==> src/rtl/alpaca_dtypes_pkg.sv <==
// Shared data types for the ALPACA capture path: complex sample, capture FSM
// state and the status flags derived from it.
package alpaca_dtypes_pkg;

    typedef struct packed {
        logic signed [15:0] re;
        logic signed [15:0] im;
    } cx_t;

    typedef enum logic [1:0] {
        ST_IDLE    = 2'd0,
        ST_ARMED   = 2'd1,
        ST_CAPTURE = 2'd2,
        ST_DONE    = 2'd3
    } cap_state_e;

    typedef struct packed {
        logic busy;
        logic adc_en;
    } cap_status_t;

    function automatic cap_status_t status_of(cap_state_e s);
        cap_status_t st;
        st.busy   = (s == ST_ARMED) || (s == ST_CAPTURE);
        st.adc_en = st.busy;
        return st;
    endfunction

    // A zero length means "whole buffer"; anything larger than the buffer is cut to it.
    function automatic int unsigned clamp_len(int unsigned len, int unsigned depth);
        if (len == 0 || len > depth)
            return depth;
        return len;
    endfunction

endpackage

==> src/rtl/alpaca_data_pkt_axis.sv <==
// Beat stream of samp_per_clk complex samples; no backpressure is expected
// from the slave side.
interface alpaca_data_pkt_axis
    import alpaca_dtypes_pkg::*;
#(
    parameter int samp_per_clk = 2
);
    cx_t [samp_per_clk-1:0] tdata;
    logic                   tvalid;
    logic                   tready;

    modport SLV (input tdata, input tvalid, output tready);
    modport MST (output tdata, output tvalid, input tready);
endinterface

==> src/rtl/capture_skip_counter.sv <==
// Decimation gate: after each stored beat it is reloaded with the skip count
// and then counts valid beats down to zero; take is high when the next valid beat is kept.
module capture_skip_counter (
    input  logic       clk,
    input  logic       rst,
    input  logic       clr,
    input  logic       load,
    input  logic       dec,
    input  logic [7:0] load_val,
    output logic       take
);

    logic [7:0] cnt;

    always_ff @(posedge clk) begin
        if (rst) begin
            cnt <= '0;
        end else if (clr) begin
            cnt <= '0;
        end else if (load) begin
            cnt <= load_val;
        end else if (dec && cnt != 8'd0) begin
            cnt <= cnt - 8'd1;
        end
    end

    assign take = (cnt == 8'd0);

endmodule

==> src/rtl/adc_capture_ctrl.sv <==
// Arms on request, starts storing on a trigger beat, decimates the ADC stream
// into the capture buffer and reports completion with a one-cycle done pulse.
//
// state      | meaning
// -----------+---------------------------------------------------------
// ST_IDLE    | ADC off, waiting for arm; count holds the last result
// ST_ARMED   | ADC on, waiting for trig on a valid beat
// ST_CAPTURE | storing one beat, then dropping cfg_skip valid beats
// ST_DONE    | last write in flight; done pulses as we return to idle
module adc_capture_ctrl
    import alpaca_dtypes_pkg::*;
#(
    parameter int SAMP_PER_CLK = 2,
    parameter int DEPTH        = 64,
    parameter int ADDR_W       = $clog2(DEPTH)
) (
    input  logic                         clk,
    input  logic                         rst,
    input  logic                         arm,
    input  logic                         trig,
    input  logic                         abort,
    input  logic [ADDR_W:0]              cfg_len,
    input  logic [7:0]                   cfg_skip,
    alpaca_data_pkt_axis.SLV             s_axis,
    output logic                         adc_en,
    output logic                         wr_en,
    output logic [ADDR_W-1:0]            wr_addr,
    output cx_t  [SAMP_PER_CLK-1:0]      wr_data,
    output logic                         busy,
    output logic                         done,
    output logic [ADDR_W:0]              count
);

    cap_state_e      state;
    cap_state_e      state_nxt;
    cap_status_t     status;
    logic [ADDR_W:0] len_q;
    logic [7:0]      skip_q;
    logic [ADDR_W:0] count_inc;
    logic            arm_hit;
    logic            trig_hit;
    logic            cap_beat;
    logic            take;
    logic            store;
    logic            last;

    assign s_axis.tready = 1'b1;

    assign arm_hit   = (state == ST_IDLE) && arm && !abort;
    assign trig_hit  = (state == ST_ARMED) && trig && s_axis.tvalid;
    assign cap_beat  = (state == ST_CAPTURE) && s_axis.tvalid;
    assign store     = !abort && (trig_hit || (cap_beat && take));
    assign count_inc = count + 1'b1;
    assign last      = store && (count_inc == len_q);

    capture_skip_counter u_skip (
        .clk      (clk),
        .rst      (rst),
        .clr      (arm_hit),
        .load     (store),
        .dec      (cap_beat && !take && !abort),
        .load_val (skip_q),
        .take     (take)
    );

    always_comb begin
        state_nxt = state;
        if (abort) begin
            state_nxt = ST_IDLE;
        end else begin
            case (state)
                ST_IDLE:    if (arm) state_nxt = ST_ARMED;
                ST_ARMED:   if (trig_hit) state_nxt = last ? ST_DONE : ST_CAPTURE;
                ST_CAPTURE: if (last) state_nxt = ST_DONE;
                ST_DONE:    state_nxt = ST_IDLE;
                default:    state_nxt = ST_IDLE;
            endcase
        end
    end

    always_ff @(posedge clk) begin
        if (rst) begin
            state   <= ST_IDLE;
            len_q   <= '0;
            skip_q  <= '0;
            count   <= '0;
            wr_en   <= 1'b0;
            wr_addr <= '0;
            wr_data <= '0;
            done    <= 1'b0;
        end else begin
            state <= state_nxt;
            wr_en <= store;
            // done trails the final write by one cycle and is suppressed by abort
            done  <= (state == ST_DONE) && !abort;
            if (arm_hit) begin
                len_q   <= (ADDR_W+1)'(clamp_len(32'(cfg_len), DEPTH));
                skip_q  <= cfg_skip;
                count   <= '0;
                wr_addr <= '0;
            end
            if (store) begin
                wr_addr <= count[ADDR_W-1:0];
                wr_data <= s_axis.tdata;
                count   <= count_inc;
            end
        end
    end

    assign status = status_of(state);
    assign busy   = status.busy;
    assign adc_en = status.adc_en;

endmodule

==> src/flat_wrapper.sv <==
// flat-port wrapper written by rule: the top's interface ports become plain ports
module adc_capture_ctrl_flat import alpaca_dtypes_pkg::*;
#(
    parameter int SAMP_PER_CLK = 2,
    parameter int DEPTH        = 64,
    parameter int ADDR_W       = $clog2(DEPTH)
)
  (clk, rst, arm, trig, abort, cfg_len, cfg_skip, adc_en, wr_en, wr_addr, wr_data, busy, done, count, s_axis_tdata, s_axis_tvalid, s_axis_tready);
  alpaca_data_pkt_axis #(.samp_per_clk((2))) s_axis_i ();
  input  logic clk;
  input  logic rst;
  input  logic arm;
  input  logic trig;
  input  logic abort;
  input  logic [ADDR_W:0] cfg_len;
  input  logic [7:0] cfg_skip;
  output logic adc_en;
  output logic wr_en;
  output logic [ADDR_W-1:0] wr_addr;
  output cx_t  [SAMP_PER_CLK-1:0] wr_data;
  output logic busy;
  output logic done;
  output logic [ADDR_W:0] count;
  input wire logic [$bits(s_axis_i.tdata)-1:0] s_axis_tdata;
  input wire logic [$bits(s_axis_i.tvalid)-1:0] s_axis_tvalid;
  output wire logic [$bits(s_axis_i.tready)-1:0] s_axis_tready;
  assign s_axis_i.tdata = s_axis_tdata;
  assign s_axis_i.tvalid = s_axis_tvalid;
  assign s_axis_tready = s_axis_i.tready;
  adc_capture_ctrl #(.SAMP_PER_CLK(SAMP_PER_CLK), .DEPTH(DEPTH), .ADDR_W(ADDR_W)) u_core (.clk(clk), .rst(rst), .arm(arm), .trig(trig), .abort(abort), .cfg_len(cfg_len), .cfg_skip(cfg_skip), .s_axis(s_axis_i), .adc_en(adc_en), .wr_en(wr_en), .wr_addr(wr_addr), .wr_data(wr_data), .busy(busy), .done(done), .count(count));
endmodule
==> config.mk <==
export PLATFORM = sky130hd
export DESIGN_NAME = adc_capture_ctrl_flat
export DESIGN_NICKNAME = d
export VERILOG_FILES = /design/src/rtl/alpaca_dtypes_pkg.sv /design/src/rtl/alpaca_data_pkt_axis.sv /design/src/rtl/capture_skip_counter.sv /design/src/rtl/adc_capture_ctrl.sv /design/src/flat_wrapper.sv
export SDC_FILE = /design/constraint.sdc
export NUM_CORES = 1
export LEC_CHECK = 0
export CAP_MARGIN = 5
export CORE_ASPECT_RATIO = 2
export CORE_MARGIN = 4
export CORE_UTILIZATION = 30
export CTS_CLUSTER_SIZE = 16
export DETAILED_ROUTE_END_ITERATION = 12
export SETUP_SLACK_MARGIN = 0.2
export SLEW_MARGIN = 10
export SYNTH_ARGS = -nofsm -noshare
export SYNTH_HDL_FRONTEND = slang
export SYNTH_SLANG_ARGS = --single-unit
==> constraint.sdc <==
create_clock -name clk -period 2.81 [get_ports clk]
set_input_delay 0.843 -clock clk [delete_from_list [all_inputs] [get_ports clk]]
set_output_delay 0.843 -clock clk [all_outputs]
set_load 0.01 [all_outputs]
==> results.md, run 1 <==
- Outcome: complete, no violations
- Layout Skew: 0.008221 ns
- Starting Density: 0.3065
- DR vias: 4,205
- WP data arrival: 1.70 ns
- Initial DRC count: 131
- First-pass GRT wire length: 20,500 um
- Routability cong.: 0.8612
- Ports: 167
- Pwr/cell area: 489.8 nW/um2
- CTS root buffer: clkbuf_16
- Clock slew at reported path FFs: 0.07 ns
- Synthesized flop and latch total: 104
- Synth cell count leaders: nand2_1 (166), dfxtp_1 (104), a21oi_1 (100)
- Simple-gate area share of the yosys netlist: 0.2383
- Setup-failing EPs final: 0
- Post-DR vias/cell: 4.751
- Critical path endpoint category: primary output
- Peak VDD IR: 0.0002500 V
- Final min period: 2.540 ns
- Layout cells sized above 1: 0.05603
- Post-synthesis mux area share: 0.004996
- Psw: 0.0007318 W
- CTS tree: done
- Finished Layout Cells: 885
- Die area: 16,280 um2
- Async S/R FF share, synth: 0
- Pint: 0.002403 W
- Combinational Power Share: 0.100
- Worst Path Max Fanout: 6
- CORE AREA: 13,890 um2
- Diode count: 0
- Max-capacitance violation count: 0
- Dpl ws: 0.06622 ns
- Clk buf depth: 2
- Largest net degree at the start of global routing: 37
- Number of global-route vias before repair: 4,110
- Clock share of power: 0.416
- Min-Delay Path Class: flip-flop to flip-flop
- DRC Markers: 0
- TritonCTS buffer count: 9
- Cell taking the most area after synthesis: dfxtp_1
- Antenna Violating Nets Remaining: 0
- CTS Hold Bufs: 0
- Final period util: 0.9040
- Netlist Area Pre-Place: 4258 um2
- H-tree levels: 3
- Setup Total Neg Slack: 0 ns
- Worst slew pin tran: 0.8651 ns
- # nets final: 784
- Sw Share: 0.2334
- Yosys Warn Count: 0
- GRT Resource Usage Total: 0.1585
- DR WL/cell: 14.75 um
- Post-synth top area share: 0.4890
- Port bufs: 165
- Synth Area in Compound Gates: 0.1734
- GRT overflow: 0
- Count leader, synth: nand2_1
- Syn_area_per_cell: 7.885 um2
- Layout area overhead: 50.31%
- Ranking of synthesized cells by area: dfxtp_1 (49%), nand2_1 (15%), a21oi_1 (12%)
- Final Max Slew Viols: 0
- Rows: 61
- Die width: 92.24 um
- Hpwl dp: 9979 um
- Post-synth EDFFs: 0
- Main flop type after synthesis: dfxtp_1
- Register area share after synthesis: 0.4890
- Max_slew headroom: 0.4180
- Placed cell count: 869
- Post-Syn Nets: 633
- Worst Setup Path Type: flip-flop to primary output
- Post-Synth Adder-Cell Area: 0.02351
- Initial antenna violation count: 0
- Worst skew pair latency: 0.35 ns
- Startpoint types: flip-flop
- Library cells used by synthesis: 48
- Synthesized instance count: 540
- Final Hold Fails: 0
- TritonRoute pass-1 iters: 4
- Post-synthesis xor/xnor area fraction: 0.02057
- Leakage: 2.210 nW
- RSZ-0062 raised after global routing: no
- Worst setup margin: 0.2699 ns
- Clock sink total: 104
- Final wirelength: 13,060 um
- Max Clk Rate: 393.7 MHz
- Die height: 176.5 um
- Sequential Power Share: 0.484
- CP required: 1.97 ns
- Largest family of logic cells by synthesized area: simple AND/OR/NAND/NOR gates
## path summary, 6_finish.rpt
path | start | to | slack, ns | depth (start not counted)
setup / recovery | u_core.state[0]$_SDFFE_PP0P_ | busy | 0.27 | 3
hold reg to reg | u_core.wr_data[33]$_SDFFE_PP0P_ | u_core.wr_data[33]$_SDFFE_PP0P_ | 0.45 | 2
setup reg to reg | u_core.state[0]$_SDFFE_PP0P_ | u_core.count[4]$_SDFFE_PP0P_ | 0.65 | 7
hold / removal | u_core.wr_data[33]$_SDFFE_PP0P_ | u_core.wr_data[33]$_SDFFE_PP0P_ | 0.45 | 2
## sequential cells by signal (all words and copies together), names as in the netlist
| signal | cells |
|---|---|
| u_core.len_q | 7 |
| u_core.count | 7 |
| u_core.wr_addr | 6 |
| u_core.done | 1 |
| u_core.u_skip.cnt | 8 |
| u_core.wr_data | 64 |
| u_core.skip_q | 8 |
| u_core.wr_en | 1 |
| u_core.state | 2 |
## final cells by class
class / instances / area (um2)
fill: 1423 / 7491
sequential: 104 / 2085
multi-input combinational: 392 / 1973
timing repair buffer: 178 / 1772
clock buffer: 10 / 239.0
tap: 189 / 236.5
clock inverter: 6 / 72.57
inverter: 6 / 22.52
## cell families after synthesis
group / count (synthesis)
buffers and inverters: 44
adders and majority gates: 8
xor gates and xnor gates: 10
other: 1
and+or+nand+nor: 236
muxes: 2
AOI/OAI and AO/OA: 135
DFF: 104
## metrics by stage
stage | utilization | cell area (um2) | total power, W | hold WS, ns
global placement | 0.4379 | 6083 | 0.001862 | 0.4412
CTS | 0.4605 | 6396 | 0.003179 | 0.4555
global route | 0.4607 | 6400 | 0.003266 | 0.4706
finish | 0.4607 | 6400 | 0.003135 | 0.4533
detailed placement | 0.4379 | 6083 | 0.001867 | 0.4457
floorplan | - | 4258 | 0.001677 | 0.4317
## power by group through the flow
stage | sequential, W | clock [W] | combinational, W
after floorplan | 0.00155 | 0 | 0.000126
after global placement | 0.00155 | 0 | 0.000314
after detailed placement | 0.00155 | 0 | 0.000317
after CTS | 0.00152 | 0.00134 | 0.000318
after global routing | 0.00152 | 0.00140 | 0.000343
final | 0.00152 | 0.00130 | 0.000314
## placed cells by master, fill, tap and decap left out, drive strengths merged, types with 4 or more instances in the layout
cell             n
nand2          166
clkdlybuf4s50  163
dfxtp          104
a21oi          101
nor2            22
o21ai           16
buf             14
clkbuf          10
nand3            9
inv              9
ha               8
nand3b           7
xnor2            7
nor3             6
nor4             5
and2             4
## timing repair
action	in CTS	in global routing
pin swaps	0	0
resized for setup	1	2
endpoints found under the setup margin	2	2
buffers inserted	0	0
## worst max-delay path, cell delays in order (launching register included)
cell and delay [ns]:
dfxtp_2 0.39, inv_1 0.11, ha_1 0.32, clkdlybuf4s50_1 0.54
## metal layers
layer	vias up	track usage	share of wire
li1	2101	-	-
met2	134	0.3156	0.57
met5	-	0	0
met3	27	0.03113	0.047
met4	0	0.07444	0.029
met1	1943	0.1501	0.35
Note: power is estimated with default switching activity, not from simulation.
==> run 2, diff against run 1 <==
--- a/config.mk
+++ b/config.mk
@@ -11,6 +11,7 @@
 export CORE_UTILIZATION = 30
 export CTS_CLUSTER_SIZE = 16
 export DETAILED_ROUTE_END_ITERATION = 12
+export HOLD_SLACK_MARGIN = 0.08
 export SETUP_SLACK_MARGIN = 0.2
 export SLEW_MARGIN = 10
 export SYNTH_ARGS = -nofsm -noshare
==> results of run 2 <==
No change in the layout: final DEF, timing and power equal those of run 1.
==> run 3, diff against run 2 <==
--- a/config.mk
+++ b/config.mk
@@ -16,4 +16,5 @@
 export SLEW_MARGIN = 10
 export SYNTH_ARGS = -nofsm -noshare
 export SYNTH_HDL_FRONTEND = slang
+export SYNTH_HIERARCHICAL = 1
 export SYNTH_SLANG_ARGS = --single-unit
==> run 3 against run 2 <==
  * Die area is 1.5% lower
  * Largest cell class unchanged
  * Global-route usage up 0.53 points
  * Synthesized cell count is 2.4% lower
  * Final cell count shrank 1.1%
  * Sequential share of layout area is 0.070 points lower
  * Critical endpoint is now u_core/u_skip/cnt[7]$_SDFFE_PP0P_
  * Largest power group unchanged
==> results.md, run 3 <==
- Worst Path Max Fanout: 4
- H-tree levels: 3
- Clk buf depth: 2
- Startpoint types: flip-flop
- Hold depth: 2
- First-pass GRT wire length: 20,760 um
- Main flop type after synthesis: dfxtp_1
- Most common cell after layout, fill and taps aside: clkdlybuf4s50_1
- Die height: 175.2 um
- CTS tree: done
- Top reg by flops: u_core/wr_data
- Finished Layout Cells: 875
- DR vias: 4,137
- Worst R2R Path Depth: 9
- Post-DR vias/cell: 4.728
- Top flop regs: u_core/wr_data (64), u_core/skip_q (8), u_core/u_skip/cnt (8)
- Cell taking the most area after synthesis: dfxtp_1
- Library cells used by synthesis: 47
- Initial DRC count: 196
- Die width: 91.58 um
- Post-layout util: 0.4720
- Setup Fix Bufs, Post-CTS: 0
- TritonRoute pass-1 iters: 6
- WP data arrival: 2.69 ns
- DR WL/cell: 15.15 um
- Pwr/cell area: 495.0 nW/um2
- Worst path max stage delay: 0.43 ns
- Worst Setup Path Type: flip-flop to flip-flop
- Routability cong.: 0.8508
- Dpl ws: -0.06243 ns
- Clock slew at reported path FFs: 0.07 ns
- CP max-delay cell: or3b_1
- Synth cell count leaders: nand2_1 (160), dfxtp_1 (104), a21oi_1 (98)
- Async S/R FF share, synth: 0
- Yosys Warn Count: 6
- Final Max Slew Viols: 0
- Crit path cell chain: inv_1 -> ha_1 -> nor4b_4 -> and2_1 -> nor4b_2 -> or3b_1 -> nor4_1 -> mux2i_1 -> a21oi_1
- Peak VDD IR: 0.0002956 V
- Placed cell count: 858
- Largest net degree at the start of global routing: 96
- Netlist Area Pre-Place: 4192 um2
- Final period util: 0.8802
- Clock sink total: 104
- RSZ-0062 raised after global routing: no
- Count leader, synth: nand2_1
- Starting Density: 0.3085
- Post-synth EDFFs: 0
- Commonest non-fill, non-tap cells in the layout: clkdlybuf4s50_1 (162), nand2_1 (160), dfxtp_1 (102)
- DRC Markers: 0
- Syn_area_per_cell: 7.954 um2
- Worst skew pair latency: 0.34 ns
- Max reg flops: 64
- Hpwl dp: 9839 um
- GRT overflow: 0
- TritonCTS buffer count: 9
- Synthesized flop and latch total: 104
- Layout area overhead: 53.01%
- Number of global-route vias before repair: 4,208
- Synthesized instance count: 527
- Ranking of synthesized cells by area: dfxtp_1 (50%), nand2_1 (14%), a21oi_1 (12%)
- Layout Skew: 0.008803 ns
- Setup Total Neg Slack: 0 ns
- Final min period: 2.473 ns
- Port bufs: 165
- Register area share after synthesis: 0.4967
- Ports: 167
- Max-capacitance violation count: 0
- Post-Syn Nets: 620
- Post-synth top area share: 0.4967
- Final Hold Fails: 0
- Initial antenna violation count: 2
- Outcome: complete, no violations
- Critical path endpoint category: flip-flop
- Leakage: 2.194 nW
- Die area: 16,040 um2
- Antenna Violating Nets Remaining: 0
- Tot Pwr: 0.003175 W
- Worst setup margin: 0.3367 ns
- CORE AREA: 13,590 um2
- Setup-failing EPs final: 0
- Min-Delay Path Class: flip-flop to flip-flop
- Max Clk Rate: 404.3 MHz
- CTS root buffer: clkbuf_16
- Rows: 60
- Final wirelength: 13,260 um
- Layout cells sized above 1: 0.05968
- # nets final: 776
- CP required: 3.03 ns
- GRT Resource Usage Total: 0.1638
run 3: cell types whose count changed after synthesis, sizes merged, moves of 3 or more:
| cell | previous run | this run |
|---|---|---|
| a21oi | 101 | 98 |
| buf | 24 | 10 |
| inv | 6 | 10 |
| nand3b | 7 | 11 |
| mux2i | 1 | 4 |
| clkbuf | 14 | 23 |
| nor2 | 22 | 18 |
| nand2 | 166 | 160 |
| a31oi | 0 | 3 |
| nor4b | 0 | 3 |
run 3: timing repair:
item	in CTS	in global routing
pin swaps	0	1
endpoints found under the setup margin	2	58
hold buffers	0	0
resized for setup	2	6
run 3: final cells by class:
class                   instances  area, um2
diodes                          2      5.005
clock buffers                  11      242.7
clock inverters                 4      76.32
fillers                      1324       7174
inverters                      11      41.29
multi-input cells             379       1953
flip-flops and latches        104       2085
well taps                     186      232.7
repair buffers                178       1778
run 3: critical path: cells and delay by family, from the launching register on:
kind	cells	cell delay, ns
adder cells (fa/ha/maj)	1	0.24
flip-flops	1	0.38
buffers and inverters	1	0.08
multiplexers	1	0.24
AND/OR/NAND/NOR	5	1.32
AO/OA/AOI/OAI	1	0.09
run 3: metrics by stage:
stage	area, um2	hold slack (ns)
after global routing	6414	0.4753
after detailed placement	6055	0.4453
final	6414	0.4536
after floorplan	4192	0.4328
after global placement	6055	0.4405
after CTS	6376	0.4556
run 3: kinds of logic (layout without fill, tap and decap cells):
group	count (synthesis)	count (layout)	share of synthesized area
simple gates	228	228	0.2430
compound gates	127	127	0.1600
flops	104	104	0.4967
buf+inv	44	204	0.04298
xor+xnor	11	11	0.02299
fa+ha+maj	8	8	0.02388
mux	4	4	0.009553
other cells	1	3	0.0008947
run 3: path summary, 6_finish.rpt:
check	to	from	slack, ns
worst max-delay path	u_core/u_skip/cnt[7]$_SDFFE_PP0P_	u_core/u_skip/cnt[0]$_SDFFE_PP0P_	0.34
worst min-delay path	u_core/wr_data[40]$_SDFFE_PP0P_	u_core/wr_data[40]$_SDFFE_PP0P_	0.45
worst max register to register	u_core/u_skip/cnt[7]$_SDFFE_PP0P_	u_core/u_skip/cnt[0]$_SDFFE_PP0P_	0.34
worst min register to register	u_core/wr_data[40]$_SDFFE_PP0P_	u_core/wr_data[40]$_SDFFE_PP0P_	0.45
run 3: where the power goes:
group	switching (W)	internal (W)
registers	0.0000173	0.00150
logic	0.000136	0.000176
clock network	0.000543	0.000804
total	0.000696	0.00248
run 3: per-layer routing:
layer / track usage / share of wire
met3: 0.04395 / 0.045
met5: 0 / 0
met4: 0.07997 / 0.034
met2: 0.3185 / 0.57
met1: 0.1519 / 0.35
